$ cat src/rtl/wbf_pkg.sv
// Shared types and helpers for the write-back / fetch stage (wb_fetch_unit).
// The optional sign-extension feature is selected with WBF_SIGN_EXT_EN.
package wbf_pkg;

   typedef enum logic [1:0] {
      LS_BYTE = 2'd0,
      LS_HALF = 2'd1,
      LS_WORD = 2'd2
   } load_size_e;

   typedef enum logic [1:0] {
      ST_IDLE    = 2'd0,
      ST_COLLECT = 2'd1,
      ST_DONE    = 2'd2
   } wbf_state_e;

   // Encoding 3 is treated as a word access.
   function automatic int size_bytes(input logic [1:0] size);
      if (size == LS_BYTE) return 1;
      if (size == LS_HALF) return 2;
      return 4;
   endfunction

   function automatic int beats_for_size(input logic [1:0] size, input int mem_w, input int xlen);
      int nbytes;
      nbytes = size_bytes(size);
      if (nbytes * 8 > xlen) nbytes = xlen / 8;
      if (nbytes * 8 <= mem_w) return 1;
      return (nbytes * 8) / mem_w;
   endfunction

endpackage

$ cat src/rtl/wb_fetch_unit_if.sv
// Bus bundle between wb_fetch_unit (slave side) and its memory, ALU and decode neighbours (master side).
interface wb_fetch_unit_if #(
   parameter int XLEN  = 32,
   parameter int MEM_W = 16
);
   logic             load_start_i;
   logic [1:0]       load_size_i;
   logic             load_signed_i;
   logic [MEM_W-1:0] mem_rdata_i;
   logic             mem_rvalid_i;
   logic [XLEN-1:0]  calc_data_i;
   logic             wb_sel_mem_i;
   logic [XLEN-1:0]  wb_data_o;
   logic             wb_valid_o;
   logic             load_busy_o;
   logic             stall_i;
   logic             instr_adv_i;
   logic             branch_i;
   logic [XLEN-1:0]  branch_pc_i;
   logic [XLEN-1:0]  pc_o;
   logic [XLEN-1:0]  next_pc_o;
   logic [XLEN-1:0]  imem_addr_o;
   logic             imem_re_o;

   modport slave (
      input  load_start_i, load_size_i, load_signed_i, mem_rdata_i, mem_rvalid_i,
      input  calc_data_i, wb_sel_mem_i, stall_i, instr_adv_i, branch_i, branch_pc_i,
      output wb_data_o, wb_valid_o, load_busy_o, pc_o, next_pc_o, imem_addr_o, imem_re_o
   );

   modport master (
      output load_start_i, load_size_i, load_signed_i, mem_rdata_i, mem_rvalid_i,
      output calc_data_i, wb_sel_mem_i, stall_i, instr_adv_i, branch_i, branch_pc_i,
      input  wb_data_o, wb_valid_o, load_busy_o, pc_o, next_pc_o, imem_addr_o, imem_re_o
   );
endinterface

$ cat src/rtl/wbf_load_assembler.sv
// Collects MEM_W-bit read beats into one XLEN-bit load result and extends it to full width.
// WBF_SIGN_EXT_EN enables sign extension of signed byte/half loads.
module wbf_load_assembler
   import wbf_pkg::*;
#(
   parameter int XLEN  = 32,
   parameter int MEM_W = 16
) (
   input  logic             clk_i,
   input  logic             rst_ni,
   input  logic             load_start_i,
   input  logic [1:0]       load_size_i,
   input  logic             load_signed_i,
   input  logic [MEM_W-1:0] mem_rdata_i,
   input  logic             mem_rvalid_i,
   output logic             load_busy_o,
   output logic             load_done_o,
   output logic [XLEN-1:0]  load_result_o
);

   localparam int MAX_BEATS = XLEN / MEM_W;
   localparam int CNT_W     = (MAX_BEATS > 1) ? $clog2(MAX_BEATS) : 1;

`ifdef WBF_SIGN_EXT_EN
   localparam bit SIGN_EXT = 1'b1;
`else
   localparam bit SIGN_EXT = 1'b0;
`endif

   wbf_state_e       state_q;
   logic [CNT_W-1:0] cnt_q;
   logic [XLEN-1:0]  asm_q;
   logic [XLEN-1:0]  asm_d;
   logic [1:0]       size_q;
   logic             sgn_q;
   logic [XLEN-1:0]  result_q;
   logic             done_q;
   logic             last_beat;

   // Word loads are never sign-extended; only bytes/halves narrower than XLEN get a fill.
   function automatic logic [XLEN-1:0] extend_load(input logic [XLEN-1:0] raw,
                                                   input logic [1:0] size,
                                                   input logic sgn);
      int              nbits;
      logic            msb;
      logic            fill;
      logic [XLEN-1:0] res;
      nbits = size_bytes(size) * 8;
      if (nbits > XLEN) nbits = XLEN;
      msb = 1'b0;
      for (int i = 0; i < XLEN; i++) begin
         if (i == nbits - 1) msb = raw[i];
      end
      fill = SIGN_EXT & sgn & ((size == LS_BYTE) | (size == LS_HALF)) & msb;
      for (int i = 0; i < XLEN; i++) begin
         res[i] = (i < nbits) ? raw[i] : fill;
      end
      return res;
   endfunction

   assign last_beat = (cnt_q == CNT_W'(beats_for_size(size_q, MEM_W, XLEN) - 1));

   always_comb begin
      asm_d = asm_q;
      if (state_q == ST_COLLECT && mem_rvalid_i) begin
         for (int b = 0; b < MAX_BEATS; b++) begin
            if (cnt_q == CNT_W'(b)) asm_d[b*MEM_W +: MEM_W] = mem_rdata_i;
         end
      end
   end

   always_ff @(posedge clk_i or negedge rst_ni) begin
      if (!rst_ni) begin
         state_q  <= ST_IDLE;
         cnt_q    <= '0;
         asm_q    <= '0;
         size_q   <= LS_WORD;
         sgn_q    <= 1'b0;
         result_q <= '0;
         done_q   <= 1'b0;
      end else begin
         done_q <= 1'b0;
         case (state_q)
            ST_IDLE: begin
               if (load_start_i) begin
                  state_q <= ST_COLLECT;
                  cnt_q   <= '0;
                  asm_q   <= '0;
                  size_q  <= load_size_i;
                  sgn_q   <= load_signed_i;
               end
            end
            ST_COLLECT: begin
               if (mem_rvalid_i) begin
                  asm_q <= asm_d;
                  if (last_beat) begin
                     // Result is registered with the last beat so it is usable during DONE.
                     state_q  <= ST_DONE;
                     cnt_q    <= '0;
                     result_q <= extend_load(asm_d, size_q, sgn_q);
                     done_q   <= 1'b1;
                  end else begin
                     cnt_q <= cnt_q + CNT_W'(1);
                  end
               end
            end
            ST_DONE: state_q <= ST_IDLE;
            default: state_q <= ST_IDLE;
         endcase
      end
   end

   assign load_busy_o   = (state_q != ST_IDLE);
   assign load_done_o   = done_q;
   assign load_result_o = result_q;

endmodule

$ cat src/rtl/wb_fetch_unit.sv
// Write-back / fetch stage: load assembly, write-back select and program-counter control.
// Build option WBF_SIGN_EXT_EN enables sign-extended byte/half loads.
module wb_fetch_unit
   import wbf_pkg::*;
#(
   parameter int              XLEN        = 32,
   parameter int              MEM_W       = 16,
   parameter int              INSTR_BYTES = 2,
   parameter logic [XLEN-1:0] RESET_PC    = '0
) (
   input logic             clk_i,
   input logic             rst_ni,
   wb_fetch_unit_if.slave  bus
);

   if ((XLEN % MEM_W) != 0 || !(MEM_W == 8 || MEM_W == 16 || MEM_W == 32)) begin : g_bad_mem_w
      $error("wb_fetch_unit: MEM_W must be 8/16/32 and divide XLEN");
   end
   if (INSTR_BYTES < 1 || (INSTR_BYTES & (INSTR_BYTES - 1)) != 0) begin : g_bad_instr_bytes
      $error("wb_fetch_unit: INSTR_BYTES must be a power of two");
   end

   localparam logic [XLEN-1:0] PC_INC     = XLEN'(INSTR_BYTES);
   localparam logic [XLEN-1:0] ALIGN_MASK = ~(XLEN'(INSTR_BYTES - 1));

   logic            load_busy;
   logic            load_done;
   logic [XLEN-1:0] load_result;
   logic            imem_re;
   logic [XLEN-1:0] seq_pc;
   logic [XLEN-1:0] pc_q;
   logic [XLEN-1:0] pc_d;

   wbf_load_assembler #(
      .XLEN  (XLEN),
      .MEM_W (MEM_W)
   ) u_asm (
      .clk_i         (clk_i),
      .rst_ni        (rst_ni),
      .load_start_i  (bus.load_start_i),
      .load_size_i   (bus.load_size_i),
      .load_signed_i (bus.load_signed_i),
      .mem_rdata_i   (bus.mem_rdata_i),
      .mem_rvalid_i  (bus.mem_rvalid_i),
      .load_busy_o   (load_busy),
      .load_done_o   (load_done),
      .load_result_o (load_result)
   );

   assign bus.wb_data_o   = bus.wb_sel_mem_i ? load_result : bus.calc_data_i;
   assign bus.wb_valid_o  = ~bus.wb_sel_mem_i | load_done;
   assign bus.load_busy_o = load_busy;

   // Fetch is suppressed while a load is being assembled; a branch still redirects.
   assign imem_re = rst_ni & ~bus.stall_i & ~load_busy;
   assign seq_pc  = (pc_q + PC_INC) & ALIGN_MASK;

   always_comb begin
      pc_d = pc_q;
      if (bus.branch_i) begin
         pc_d = bus.branch_pc_i & ALIGN_MASK;
      end else if (bus.instr_adv_i && imem_re) begin
         pc_d = seq_pc;
      end
   end

   always_ff @(posedge clk_i or negedge rst_ni) begin
      if (!rst_ni) pc_q <= RESET_PC;
      else         pc_q <= pc_d;
   end

   assign bus.pc_o        = pc_q;
   assign bus.imem_addr_o = pc_q;
   assign bus.imem_re_o   = imem_re;
   assign bus.next_pc_o   = bus.branch_i ? (bus.branch_pc_i & ALIGN_MASK) : seq_pc;

endmodule

$ cat src/flat_wrapper.sv
// flat-port wrapper written by rule: the top's interface ports become plain ports
module wb_fetch_unit_flat import wbf_pkg::*;
#(
   parameter int              XLEN        = 32,
   parameter int              MEM_W       = 16,
   parameter int              INSTR_BYTES = 2,
   parameter logic [XLEN-1:0] RESET_PC    = '0
)
  (clk_i, rst_ni, bus_load_start_i, bus_load_size_i, bus_load_signed_i, bus_mem_rdata_i, bus_mem_rvalid_i, bus_calc_data_i, bus_wb_sel_mem_i, bus_stall_i, bus_instr_adv_i, bus_branch_i, bus_branch_pc_i, bus_wb_data_o, bus_wb_valid_o, bus_load_busy_o, bus_pc_o, bus_next_pc_o, bus_imem_addr_o, bus_imem_re_o);
  wb_fetch_unit_if #(.XLEN(XLEN), .MEM_W(MEM_W)) bus_i ();
  input logic clk_i;
  input logic rst_ni;
  input wire logic [$bits(bus_i.load_start_i)-1:0] bus_load_start_i;
  input wire logic [$bits(bus_i.load_size_i)-1:0] bus_load_size_i;
  input wire logic [$bits(bus_i.load_signed_i)-1:0] bus_load_signed_i;
  input wire logic [$bits(bus_i.mem_rdata_i)-1:0] bus_mem_rdata_i;
  input wire logic [$bits(bus_i.mem_rvalid_i)-1:0] bus_mem_rvalid_i;
  input wire logic [$bits(bus_i.calc_data_i)-1:0] bus_calc_data_i;
  input wire logic [$bits(bus_i.wb_sel_mem_i)-1:0] bus_wb_sel_mem_i;
  input wire logic [$bits(bus_i.stall_i)-1:0] bus_stall_i;
  input wire logic [$bits(bus_i.instr_adv_i)-1:0] bus_instr_adv_i;
  input wire logic [$bits(bus_i.branch_i)-1:0] bus_branch_i;
  input wire logic [$bits(bus_i.branch_pc_i)-1:0] bus_branch_pc_i;
  output wire logic [$bits(bus_i.wb_data_o)-1:0] bus_wb_data_o;
  output wire logic [$bits(bus_i.wb_valid_o)-1:0] bus_wb_valid_o;
  output wire logic [$bits(bus_i.load_busy_o)-1:0] bus_load_busy_o;
  output wire logic [$bits(bus_i.pc_o)-1:0] bus_pc_o;
  output wire logic [$bits(bus_i.next_pc_o)-1:0] bus_next_pc_o;
  output wire logic [$bits(bus_i.imem_addr_o)-1:0] bus_imem_addr_o;
  output wire logic [$bits(bus_i.imem_re_o)-1:0] bus_imem_re_o;
  assign bus_i.load_start_i = bus_load_start_i;
  assign bus_i.load_size_i = bus_load_size_i;
  assign bus_i.load_signed_i = bus_load_signed_i;
  assign bus_i.mem_rdata_i = bus_mem_rdata_i;
  assign bus_i.mem_rvalid_i = bus_mem_rvalid_i;
  assign bus_i.calc_data_i = bus_calc_data_i;
  assign bus_i.wb_sel_mem_i = bus_wb_sel_mem_i;
  assign bus_i.stall_i = bus_stall_i;
  assign bus_i.instr_adv_i = bus_instr_adv_i;
  assign bus_i.branch_i = bus_branch_i;
  assign bus_i.branch_pc_i = bus_branch_pc_i;
  assign bus_wb_data_o = bus_i.wb_data_o;
  assign bus_wb_valid_o = bus_i.wb_valid_o;
  assign bus_load_busy_o = bus_i.load_busy_o;
  assign bus_pc_o = bus_i.pc_o;
  assign bus_next_pc_o = bus_i.next_pc_o;
  assign bus_imem_addr_o = bus_i.imem_addr_o;
  assign bus_imem_re_o = bus_i.imem_re_o;
  wb_fetch_unit #(.XLEN(XLEN), .MEM_W(MEM_W), .INSTR_BYTES(INSTR_BYTES), .RESET_PC(RESET_PC)) u_core (.clk_i(clk_i), .rst_ni(rst_ni), .bus(bus_i));
endmodule
$ cat config.mk
export PLATFORM = sky130hd
export DESIGN_NAME = wb_fetch_unit_flat
export DESIGN_NICKNAME = d
export VERILOG_FILES = /design/src/rtl/wbf_pkg.sv /design/src/rtl/wb_fetch_unit_if.sv /design/src/rtl/wbf_load_assembler.sv /design/src/rtl/wb_fetch_unit.sv /design/src/flat_wrapper.sv
export SDC_FILE = /design/constraint.sdc
export NUM_CORES = 1
export LEC_CHECK = 0
export BUFFER_PORTS_ARGS = -buffer_cell sky130_fd_sc_hd__buf_2
export CORE_UTILIZATION = 35
export DETAILED_ROUTE_END_ITERATION = 10
export HOLD_SLACK_MARGIN = 0.06
export PLACE_DENSITY_LB_ADDON = 0.12
export RECOVER_POWER = 25
export SLEW_MARGIN = 20
export SYNTH_ARGS = -nofsm -noshare
export SYNTH_HDL_FRONTEND = slang
export SYNTH_SLANG_ARGS = --single-unit
$ cat constraint.sdc
create_clock -name clk_i -period 2.8 [get_ports clk_i]
set_input_delay 0 -clock clk_i [delete_from_list [all_inputs] [get_ports clk_i]]
set_output_delay 0 -clock clk_i [all_outputs]
set_load 0.01 [all_outputs]
==> run metrics, run 1 <==
largest net degree at the start of global routing=64; skew final=9.74 ps; Clock transition at path regs=70 ps; CP max stage delay=710 ps; RR Endpoint=u_core.bus.imem_addr_o[30]$_DFFE_PN0P_; Hold Fails Final Rpt=0; DP HPWL=12.4 mm; ratio of cells with drive above 1 in the final layout=30.3%; type of the worst min-delay path=input pin to register; Post-synth EDFFs=0; cell count after synthesis=634; Antenna Violating Nets Remaining=0; Sink Count=101; Layout Cells excl Fill=1078; Placed Cells=1011; gr usage total=19.8%; core area=0.0168 mm2; sequential cell area=0.00253 mm2; GP Congestion=0.859; # IOs=222; area share of the largest cell type after synthesis=41.2%; WS Path Type=register to primary output; Slew HR=27.0%; WHS=91.8 ps; endpoints failing setup=0; Synth area leader=dfrtp_1; WL per Instance=16.7 um; Setup TNS=0 ps; fin crit share=95.0%; register area share after synthesis=41.6%; worst-path fanout max=22; Syn. warnings=0; Max Freq=376 MHz; Final Net Count=946; RSZ-0062 raised after global routing=no; root buf cell=clkbuf_16; Initial Utilization=36.3%; commonest cells after routing, fill and taps aside=171 x buf_2, 100 x dfrtp_1, 56 x nand2_1; Distinct cells, synth=55; depth of the worst hold-timing path=4; kind of end point of the critical path=primary output; CP bufs+invs=1; Row Count=47; Worst Hold End=u_core.bus.imem_addr_o[31]$_DFFE_PN0P_; Main synth FF type=dfrtp_1; r2r setup slk=400 ps; cell breakdown of the critical path=nand4_4 -> or4_4 -> o31a_1 -> a221oi_1 -> buf_2; Required @ worst endpoint=2800 ps; reg2reg path depth=5; crit-path leading delay family=simple AND/OR/NAND/NOR gates; Worst setup SP type=register; leading cell type in the layout, fill and taps excluded=buf_2; CTS H-Tree Depth=3; Seq cells post-synth=101; footprint of the multi-input gates=0.00310 mm2; Slowest cell on crit path=or4_4; vias in the first global route=5432; pwr/cell area=750 mW/mm2; area delta synth->final=30.5%; Antenna diodes=0; Async SR Flop Fraction=100%; Hold Startpoint=bus_branch_pc_i[31]; critical path startpoint=u_core.bus.imem_addr_o[4]$_DFFE_PN0P_; GRT overflow=0; clk buf depth=2; final slew viol count=0; Avg Cell Area, Syn=9.59 um2; most area-consuming cells after synthesis=dfrtp_1 41%, mux2_2 8.0%, mux2i_1 5.3%; Post-Route WL=18.1 mm; Fill cells=1729; LEAKAGE=3.43 nW; Die Area=0.0179 mm2; via count=5830; CTS tree=done; Max Cap Violations=0; fin crit period=2660 ps; initial antenna violation count=0; CP arrival=2660 ps; Via density=5.41; Remaining DRCs=0; Pre-antenna DRT Iters=5; Port-buffer cells=216; Worst-Margin Slew=1090 ps; die height=134 um; synthesized area=0.00608 mm2; first-pass GRT wire length=28.3 mm; Die W=134 um; worst IR drop on VDD=0.441 mV; Skew-Pair Late Insertion Delay=350 ps; FF-to-FF Start=u_core.u_asm.state_q[0]$_DFFE_PN0P_; outcome=completed; total CTS buffers=9; DRT iter0 DRCs=296
-- cell usage after synthesis (all sizes together) (2+ instances only) --
| cell type | instances |
|---|---|
| a221oi | 4 |
| o31a | 3 |
| o21ai | 52 |
| nor4 | 13 |
| nand2b | 6 |
| nor3 | 18 |
| o2bb2ai | 3 |
| or4 | 13 |
| xor2 | 5 |
| nand2 | 56 |
| and2 | 3 |
| nand3 | 18 |
| and3 | 2 |
| nand4 | 11 |
| xnor2 | 4 |
| or3 | 13 |
| nor2 | 30 |
| a211oi | 11 |
| dfrtp | 100 |
| mux2i | 32 |
| and4 | 7 |
| a21oi | 7 |
| buf | 44 |
| a311oi | 6 |
| mux2 | 43 |
| ha | 2 |
| o31ai | 9 |
| inv | 10 |
| a22o | 35 |
| a31oi | 19 |
| nor2b | 7 |
| clkbuf | 34 |
-- cell type report --
cell class / count / share of cell area (%)
Clock buffer: 10 / 3.01
Multi-Input combinational cell: 447 / 39.1
Timing Repair Buffer: 284 / 21.1
Tap cell: 220 / 3.47
Clock inverter: 6 / 0.962
Inverter: 10 / 0.473
Sequential cell: 101 / 31.9
-- worst max path at each step --
stage | slack, ps | cells after the start | endpoint
3_3_place_gp | 490 | 5 | u_core.bus.imem_addr_o[20]$_DFFE_PN0P_
3_5_place_dp | 400 | 5 | u_core.bus.imem_addr_o[22]$_DFFE_PN0P_
6_report | 140 | 5 | bus_next_pc_o[28]
2_1_floorplan | 700 | 6 | u_core.bus.imem_addr_o[20]$_DFFE_PN0P_
4_1_cts | 120 | 5 | bus_next_pc_o[27]
5_1_grt | 20 | 5 | bus_next_pc_o[28]
-- power breakdown --
group | switching, mW | internal [mW]
logic | 1.16 | 1.02
registers | 0.446 | 1.98
clock network | 0.603 | 0.737
total | 2.20 | 3.74
-- flip-flops by register name, summed over array words and instances, names as in the netlist --
| name | flops |
|---|---|
| u_core.bus.imem_addr_o | 31 |
| u_core.u_asm.asm_q | 32 |
| u_core.u_asm.cnt_q | 1 |
| u_core.u_asm.load_done_o | 1 |
| u_core.u_asm.load_result_o | 32 |
| u_core.u_asm.size_q | 2 |
| u_core.u_asm.state_q | 2 |
-- kinds of logic (layout without fill, tap and decap cells) --
| group | Yosys count | after routing | share of synthesized area, % |
|---|---|---|---|
| adder cells (fa/ha/maj) | 2 | 2 | 0.412 |
| other | 1 | 3 | 0.0617 |
| buffers and inverters | 88 | 310 | 7.80 |
| AO/OA/AOI/OAI | 156 | 156 | 17.6 |
| AND/OR/NAND/NOR | 202 | 202 | 18.0 |
| flip-flops | 101 | 101 | 41.6 |
| multiplexers | 75 | 75 | 13.2 |
| XOR/XNOR | 9 | 9 | 1.30 |
-- worst min-delay path: stages --
cell and delay (ps):
buf_2 90, nand2b_1 140, o311ai_0 100, a211oi_1 60
-- metrics by stage --
step	power, mW	area [um2]	setup WS (ps)	util, %
6_report	5.95	7930	140	47.3
4_1_cts	6.06	7980	116	47.6
3_5_place_dp	4.59	7170	403	42.8
2_1_floorplan	3.84	6090	696	-
3_3_place_gp	4.52	7170	488	42.8
5_1_grt	6.37	7930	24.9	47.3
-- per-layer routing --
metal	global-route usage (%)	up-vias	part of all wire [%]
met5	0	-	0
met4	7.26	0	1.7
met3	2.68	24	5.1
met2	32.2	193	48
met1	26.8	2829	45
li1	-	2784	-
-- repair_timing --
item | CTS | global route
setup buffers | 0 | 1
gates resized for setup | 0 | 1
hold buffers | 50 | 0
setup endpoints to repair | 0 | 2
hold endpoints to repair | 133 | 0
No activity file was read; power rests on OpenSTA's default activity.
==> run 2, diff against run 1 <==
--- a/config.mk
+++ b/config.mk
@@ -5,6 +5,7 @@
 export SDC_FILE = /design/constraint.sdc
 export NUM_CORES = 1
 export LEC_CHECK = 0
+export ABC_AREA = 1
 export BUFFER_PORTS_ARGS = -buffer_cell sky130_fd_sc_hd__buf_2
 export CORE_UTILIZATION = 35
 export DETAILED_ROUTE_END_ITERATION = 10
==> run metrics, run 2 <==
outcome=completed; DP HPWL=13.4 mm (+8.0%); post-synthesis xor/xnor area fraction=0.141% (-1.2 points); Worst-Margin Slew=1080 ps (-14.9 ps); Max Freq=432 MHz (+15%); adder-cell share of the synthesized area=0.404% (-0.0077 points); Syn. warnings=0 (unchanged); WL per Instance=14.3 um (-15%); worst-path fanout max=16 (-27%); Design Power=5.94 mW (-0.13%); combinational family with the most area after synthesis=simple AND/OR/NAND/NOR gates; Post-synth EDFFs=0 (unchanged); Skew-Pair Late Insertion Delay=370 ps (+20 ps); initial antenna violation count=1 (+1); synthesized area=0.00620 mm2 (+1.9%); Die Area=0.0182 mm2 (+1.9%); root buf cell=clkbuf_16; first-pass GRT wire length=29.9 mm (+5.8%); register area share after synthesis=40.8% (-0.78 points); commonest cells after routing, fill and taps aside=257 x nand2_1, 173 x buf_2, 102 x inv_1; Sink Count=101 (unchanged); Antenna diodes=0 (unchanged); via count=6346 (+8.9%); Worst setup SP type=register; most area-consuming cells after synthesis=dfrtp_1 40%, nand2_1 16%, o21ai_0 7.8%; Fill cells=1827 (+5.7%); pwr/cell area=746 mW/mm2 (-0.59%); Placed Cells=1275 (+26%); Sw Share=41.7% (+4.7 points); CTS tree=done; fin crit share=82.7% (-12 points); Distinct cells, synth=33 (-40%); Remaining DRCs=0 (unchanged); Hold Fails Final Rpt=0 (unchanged); Antenna Violating Nets Remaining=0 (unchanged); CP arrival=2550 ps (-110 ps); ratio of cells with drive above 1 in the final layout=20.5% (-9.8 points); Logic pwr share=40.2% (+3.6 points); Synth Area in Compound Gates=15.7% (-2.0 points); Commonest cells post-synth=257 x nand2_1, 102 x inv_1, 100 x dfrtp_1, 97 x o21ai_0, 86 x nor2_1; die height=135 um (+0.94%); Die W=135 um (+0.94%); Clock transition at path regs=80 ps (about the same); Layout Cells excl Fill=1342 (+24%); sequential cell area=0.00253 mm2 (unchanged); post-CTS sizing=0 (unchanged); Post-Route WL=19.2 mm (+6.3%); Hold Startpoint=bus_branch_pc_i[10]; leading cell type in the layout, fill and taps excluded=nand2_1; Pint=3.46 mW (-7.6%); Synth Area in Simple Gates=29.0% (+11 points); Required @ worst endpoint=3040 ps (+240 ps); post-synthesis mux area share=0.727% (-13 points); CTS H-Tree Depth=3 (unchanged); Row Count=48 (+2.1%); Async SR Flop Fraction=100% (unchanged); RSZ-0062 raised after global routing=no; Main synth FF type=dfrtp_1; largest net degree at the start of global routing=63 (-1.6%); Post-CTS Hold Fix Bufs=51 (+2.0%); Port-buffer cells=216 (unchanged); final slew viol count=0 (unchanged); Slew HR=28.0% (+0.99 points); GRT overflow=0 (unchanged); Setup TNS=0 ps (unchanged); DRT iter0 DRCs=279 (-5.7%); gr usage total=21.4% (+1.6 points); Synth area leader=dfrtp_1; Final Net Count=1205 (+27%); Avg Cell Area, Syn=6.93 um2 (-28%); Max Cap Violations=0 (unchanged); # IOs=222 (unchanged); Clk network pwr share=21.9% (-0.6 points); FF-to-FF Start=u_core.u_asm.cnt_q$_DFFE_PN0P_; Setup Buffers After CTS=0 (unchanged); skew final=11.4 ps (+1.67 ps); LEAKAGE=3.92 nW (+14%); kind of end point of the critical path=register; type of the worst min-delay path=input pin to register; core area=0.0173 mm2 (+3.2%); footprint of the multi-input gates=0.00286 mm2 (-8.0%); critical path startpoint=u_core.u_asm.cnt_q$_DFFE_PN0P_; Seq cells post-synth=101 (unchanged); GP Congestion=0.838 (-2.5%); count leader, synth=nand2_1; Pre-antenna DRT Iters=4 (-1); area share of the largest cell type after synthesis=40.4% (-0.77 points); clk buf depth=2 (unchanged); vias in the first global route=5769 (+6.2%); area delta synth->final=28.6%; fin crit period=2320 ps (-343 ps); r2r setup slk=480 ps (+80 ps); WS Path Type=register to register; Initial Utilization=35.8% (-0.45 points); Sequential Power Share=38.0% (-2.8 points); Via density=4.73 (-13%); worst IR drop on VDD=0.373 mV (-15%); endpoints failing setup=0 (unchanged); NetSw=2.48 mW (+12%); total CTS buffers=9 (unchanged); cell count after synthesis=894 (+41%)
==> run 2: kinds of logic after synthesis <==
logic type                 count (synthesis)
other                                      1
adders and majority gates                  2
AOI/OAI and AO/OA                        179
muxes                                      4
and+or+nand+nor                          430
DFF                                      101
xor gates and xnor gates                   1
buffers and inverters                    176
==> run 2: cell type report <==
cell class	instances	area share (%)
flip-flops and latches	101	31.7
clock buffers	9	2.83
repair buffers	277	20.2
well taps	225	3.53
multi-input cells	619	35.9
inverters	104	4.90
clock inverters	7	0.942
==> run 2: worst max-delay path, stage by stage, from the launching register on <==
cell,delay (ps)
dfrtp_1,420
inv_1,80
ha_1,290
nand2_1,110
nor2_2,60
inv_1,120
nor2_1,70
inv_1,450
nand2_1,360
nand2_1,150
o21ai_0,80
==> run 2: worst paths after layout <==
path                                                                   end  cells after the start
worst min-delay path                u_core.bus.imem_addr_o[10]$_DFFE_PN0P_                      5
worst max register to register  u_core.u_asm.load_result_o[11]$_DFFE_PN0P_                     10
worst max-delay path            u_core.u_asm.load_result_o[11]$_DFFE_PN0P_                     10
worst min register to register  u_core.u_asm.load_result_o[19]$_DFFE_PN0P_                      2
max in group asynchronous        u_core.u_asm.load_result_o[4]$_DFFE_PN0P_                      4
min in group asynchronous                u_core.u_asm.asm_q[1]$_DFFE_PN0P_                      3
==> run 2: layer usage <==
metal	up-vias	part of all wire (%)	global-route usage (%)
met3	19	4.8	3.87
li1	3250	-	-
met1	2892	45	27.2
met5	-	0	0
met2	185	48	37.3
met4	0	1.5	5.31
==> run 2: power groups by stage <==
stage,Clock [mW],Combinational [mW],Sequential (mW)
4_1_cts,1.33,2.44,2.25
2_1_floorplan,0,1.66,2.22
3_5_place_dp,0,2.37,2.28
5_1_grt,1.38,2.72,2.32
6_report,1.30,2.39,2.26
3_3_place_gp,0,2.35,2.26
==> run 2: metrics by stage <==
stage | worst slack [ps] | hold WS (ps) | instance area [um2] | utilization (%)
after floorplan | 961 | -296 | 6200 | -
after global placement | 540 | -165 | 7220 | 41.7
after detailed placement | 482 | -168 | 7220 | 41.7
after CTS | 452 | 66.0 | 8030 | 46.4
after global routing | 213 | 126 | 7970 | 46.1
final | 483 | 73.5 | 7970 | 46.1
==> run 3, diff against run 2 <==
==> constraint.sdc (replaced) <==
create_clock -name clk_i -period 1.9 [get_ports clk_i]
set_input_delay 0 -clock clk_i [delete_from_list [all_inputs] [get_ports clk_i]]
set_output_delay 0 -clock clk_i [all_outputs]
set_load 0.01 [all_outputs]
==> run metrics, run 3 (same netlist as run 2, synthesis figures left out) <==
Worst-Margin Slew=1370 ps (+292 ps); fin crit period=1890 ps; Worst setup SP type=register; Slew HR=8.58% (-19 points); Max Freq=528 MHz; RR Endpoint=u_core.u_asm.load_result_o[21]$_DFFE_PN0P_; Hold Fails Final Rpt=0 (unchanged); reg2reg path depth=9 (-1); RSZ-0062 raised after global routing=yes; CP max stage delay=350 ps (-100 ps); WS Path Type=register to primary output; Final Net Count=1242 (+3.1%); Post-Route WL=19.3 mm (+0.62%); Pint=5.32 mW (+54%); GP Congestion=0.911 (+8.8%); clk buf depth=2 (unchanged); Port-buffer cells=216 (unchanged); fin crit share=99.6%; outcome=completed; worst-path fanout max=5 (-11); FF-to-FF Start=u_core.u_asm.cnt_q$_DFFE_PN0P_; Clk network pwr share=20.2% (-1.7 points); NetSw=3.68 mW (+48%); Design Power=9.00 mW (+51%); LEAKAGE=4.19 nW (+6.7%); CP bufs+invs=3 (unchanged); worst IR drop on VDD=0.707 mV (+90%); ratio of cells with drive above 1 in the final layout=31.1% (+11 points); CP arrival=1890 ps (-660 ps); # IOs=222 (unchanged); Slowest cell on crit path=dfrtp_1; Placed Cells=1291 (+1.3%); Logic pwr share=43.4% (+3.2 points); via count=6486 (+2.2%); Via density=4.70 (-0.54%); leading cell type in the layout, fill and taps excluded=nand2_1; type of the worst min-delay path=input pin to register; commonest cells after routing, fill and taps aside=238 x nand2_1, 198 x buf_2, 100 x inv_1; sequential cell area=0.00255 mm2 (+0.94%); footprint of the multi-input gates=0.00303 mm2 (+6.0%); die height=135 um (unchanged); Layout Cells excl Fill=1379 (+2.8%); DP HPWL=13.7 mm (+2.5%); CTS tree=done; Remaining DRCs=0 (unchanged); Row Count=48 (unchanged); gr usage total=21.7% (+0.31 points); largest net degree at the start of global routing=55 (-13%); first-pass GRT wire length=30.4 mm (+1.6%); total CTS buffers=9 (unchanged); pwr/cell area=1060 mW/mm2 (+42%); Max Cap Violations=0 (unchanged); CTS H-Tree Depth=3 (unchanged); Antenna Violating Nets Remaining=0 (unchanged); Clock transition at path regs=70 ps (about the same); area delta synth->final=37.0%; vias in the first global route=6020 (+4.4%); kind of end point of the critical path=primary output; root buf cell=clkbuf_16; skew final=6.99 ps (-4.42 ps); Worst Hold End=u_core.bus.imem_addr_o[6]$_DFFE_PN0P_; Sw Share=40.9% (-0.85 points); WL per Instance=14.0 um (-2.1%); DRT iter0 DRCs=412 (+48%); Skew-Pair Late Insertion Delay=360 ps (about the same); Die Area=0.0182 mm2 (unchanged); final slew viol count=0 (unchanged); Sink Count=101 (unchanged); cell breakdown of the critical path=buf_4 -> nand2_2 -> nor2_4 -> buf_6 -> nand3_4 -> or2_1 -> a21oi_2 -> buf_2; Required @ worst endpoint=1900 ps (-1140 ps); Pre-antenna DRT Iters=4 (unchanged); crit-path leading delay family=simple AND/OR/NAND/NOR gates; Die W=135 um (unchanged); Core Util, Final=49.1% (+3.0 points); Antenna diodes=0 (unchanged); initial antenna violation count=0 (-1); GRT overflow=0 (unchanged); Fill cells=1749 (-4.3%); depth of the worst hold-timing path=5 (unchanged); Sequential Power Share=36.4% (-1.6 points); Hold Startpoint=bus_branch_pc_i[6]; endpoints failing setup=0 (unchanged); r2r setup slk=180 ps (-300 ps); Initial Utilization=35.8% (unchanged); Setup TNS=0 ps (unchanged); core area=0.0173 mm2 (unchanged)
-- run 3: cell types whose count changed in the layout (fill, tap and decap cells not counted), moves of 16 or more --
cell,delta
nor2_1,-25
clkbuf_1,-24
nand2_1,-19
buf_4,+32
dfrtp_1,-19
nand2_2,+18
nor2_2,+16
buf_2,+25
dfrtp_2,+19
-- run 3: worst max-delay path by stage --
| stage | startpoint | end | cells after the start |
|---|---|---|---|
| after floorplan | u_core.u_asm.cnt_q$_DFFE_PN0P_ | u_core.u_asm.load_result_o[10]$_DFFE_PN0P_ | 11 |
| after global placement | u_core.u_asm.cnt_q$_DFFE_PN0P_ | u_core.u_asm.load_result_o[12]$_DFFE_PN0P_ | 10 |
| after detailed placement | u_core.u_asm.cnt_q$_DFFE_PN0P_ | u_core.u_asm.load_result_o[13]$_DFFE_PN0P_ | 10 |
| after CTS | u_core.bus.imem_addr_o[4]$_DFFE_PN0P_ | bus_next_pc_o[28] | 9 |
| after global routing | u_core.bus.imem_addr_o[1]$_DFFE_PN0P_ | bus_next_pc_o[25] | 10 |
| final | u_core.bus.imem_addr_o[2]$_DFFE_PN0P_ | bus_next_pc_o[10] | 8 |
-- run 3: tightest hold or removal path: cells and delay by family --
kind	cells	cell delay, ps
compound gates	2	130
simple gates	2	150
buf+inv	1	100
-- run 3: timing repair --
| action | in CTS | in global routing |
|---|---|---|
| pin swaps | 5 | 9 |
| hold buffers | 50 | 0 |
| gates resized for setup | 25 | 59 |
| endpoints found under the setup margin | 19 | 33 |
| hold endpoints to repair | 179 | 0 |
| buffers inserted | 5 | 17 |
-- run 3: per-stage QoR --
| stage | setup WS (ps) | instance area [um2] | hold WS (ps) |
|---|---|---|---|
| 3_5_place_dp | 107 | 7370 | 242 |
| 2_1_floorplan | 61.2 | 6200 | -296 |
| 3_3_place_gp | 216 | 7370 | 245 |
| 6_report | 7.28 | 8490 | 82.5 |
| 5_1_grt | -114 | 8490 | 159 |
| 4_1_cts | -19.3 | 8230 | 83.3 |
-- run 3: routing by layer --
metal | wire, um | part of all wire [%] | global-route usage, % | up-vias
met4 | 242 | 1.3 | 5.24 | 0
met3 | 985 | 5.1 | 4.09 | 13
met5 | 0 | 0 | 0 | -
li1 | - | - | - | 3317
met1 | 8580 | 44 | 27.2 | 2963
met2 | 9500 | 49 | 38.3 | 193
-- run 3: area by class of cell --
| cell class | count | area share, % |
|---|---|---|
| Tap cell | 225 | 3.32 |
| Timing Repair Buffer | 314 | 23.1 |
| Sequential cell | 101 | 30.1 |
| Clock buffer | 11 | 2.74 |
| Multi-Input combinational cell | 619 | 35.7 |
| Inverter | 104 | 4.60 |
| Clock inverter | 5 | 0.486 |
-- run 3: power groups by stage --
stage	clock (mW)	sequential, mW	combinational (mW)
after floorplan	0	3.27	2.45
after global placement	0	3.30	3.65
after detailed placement	0	3.32	3.68
after CTS	1.86	3.29	3.80
after global routing	1.96	3.38	4.43
final	1.81	3.28	3.91
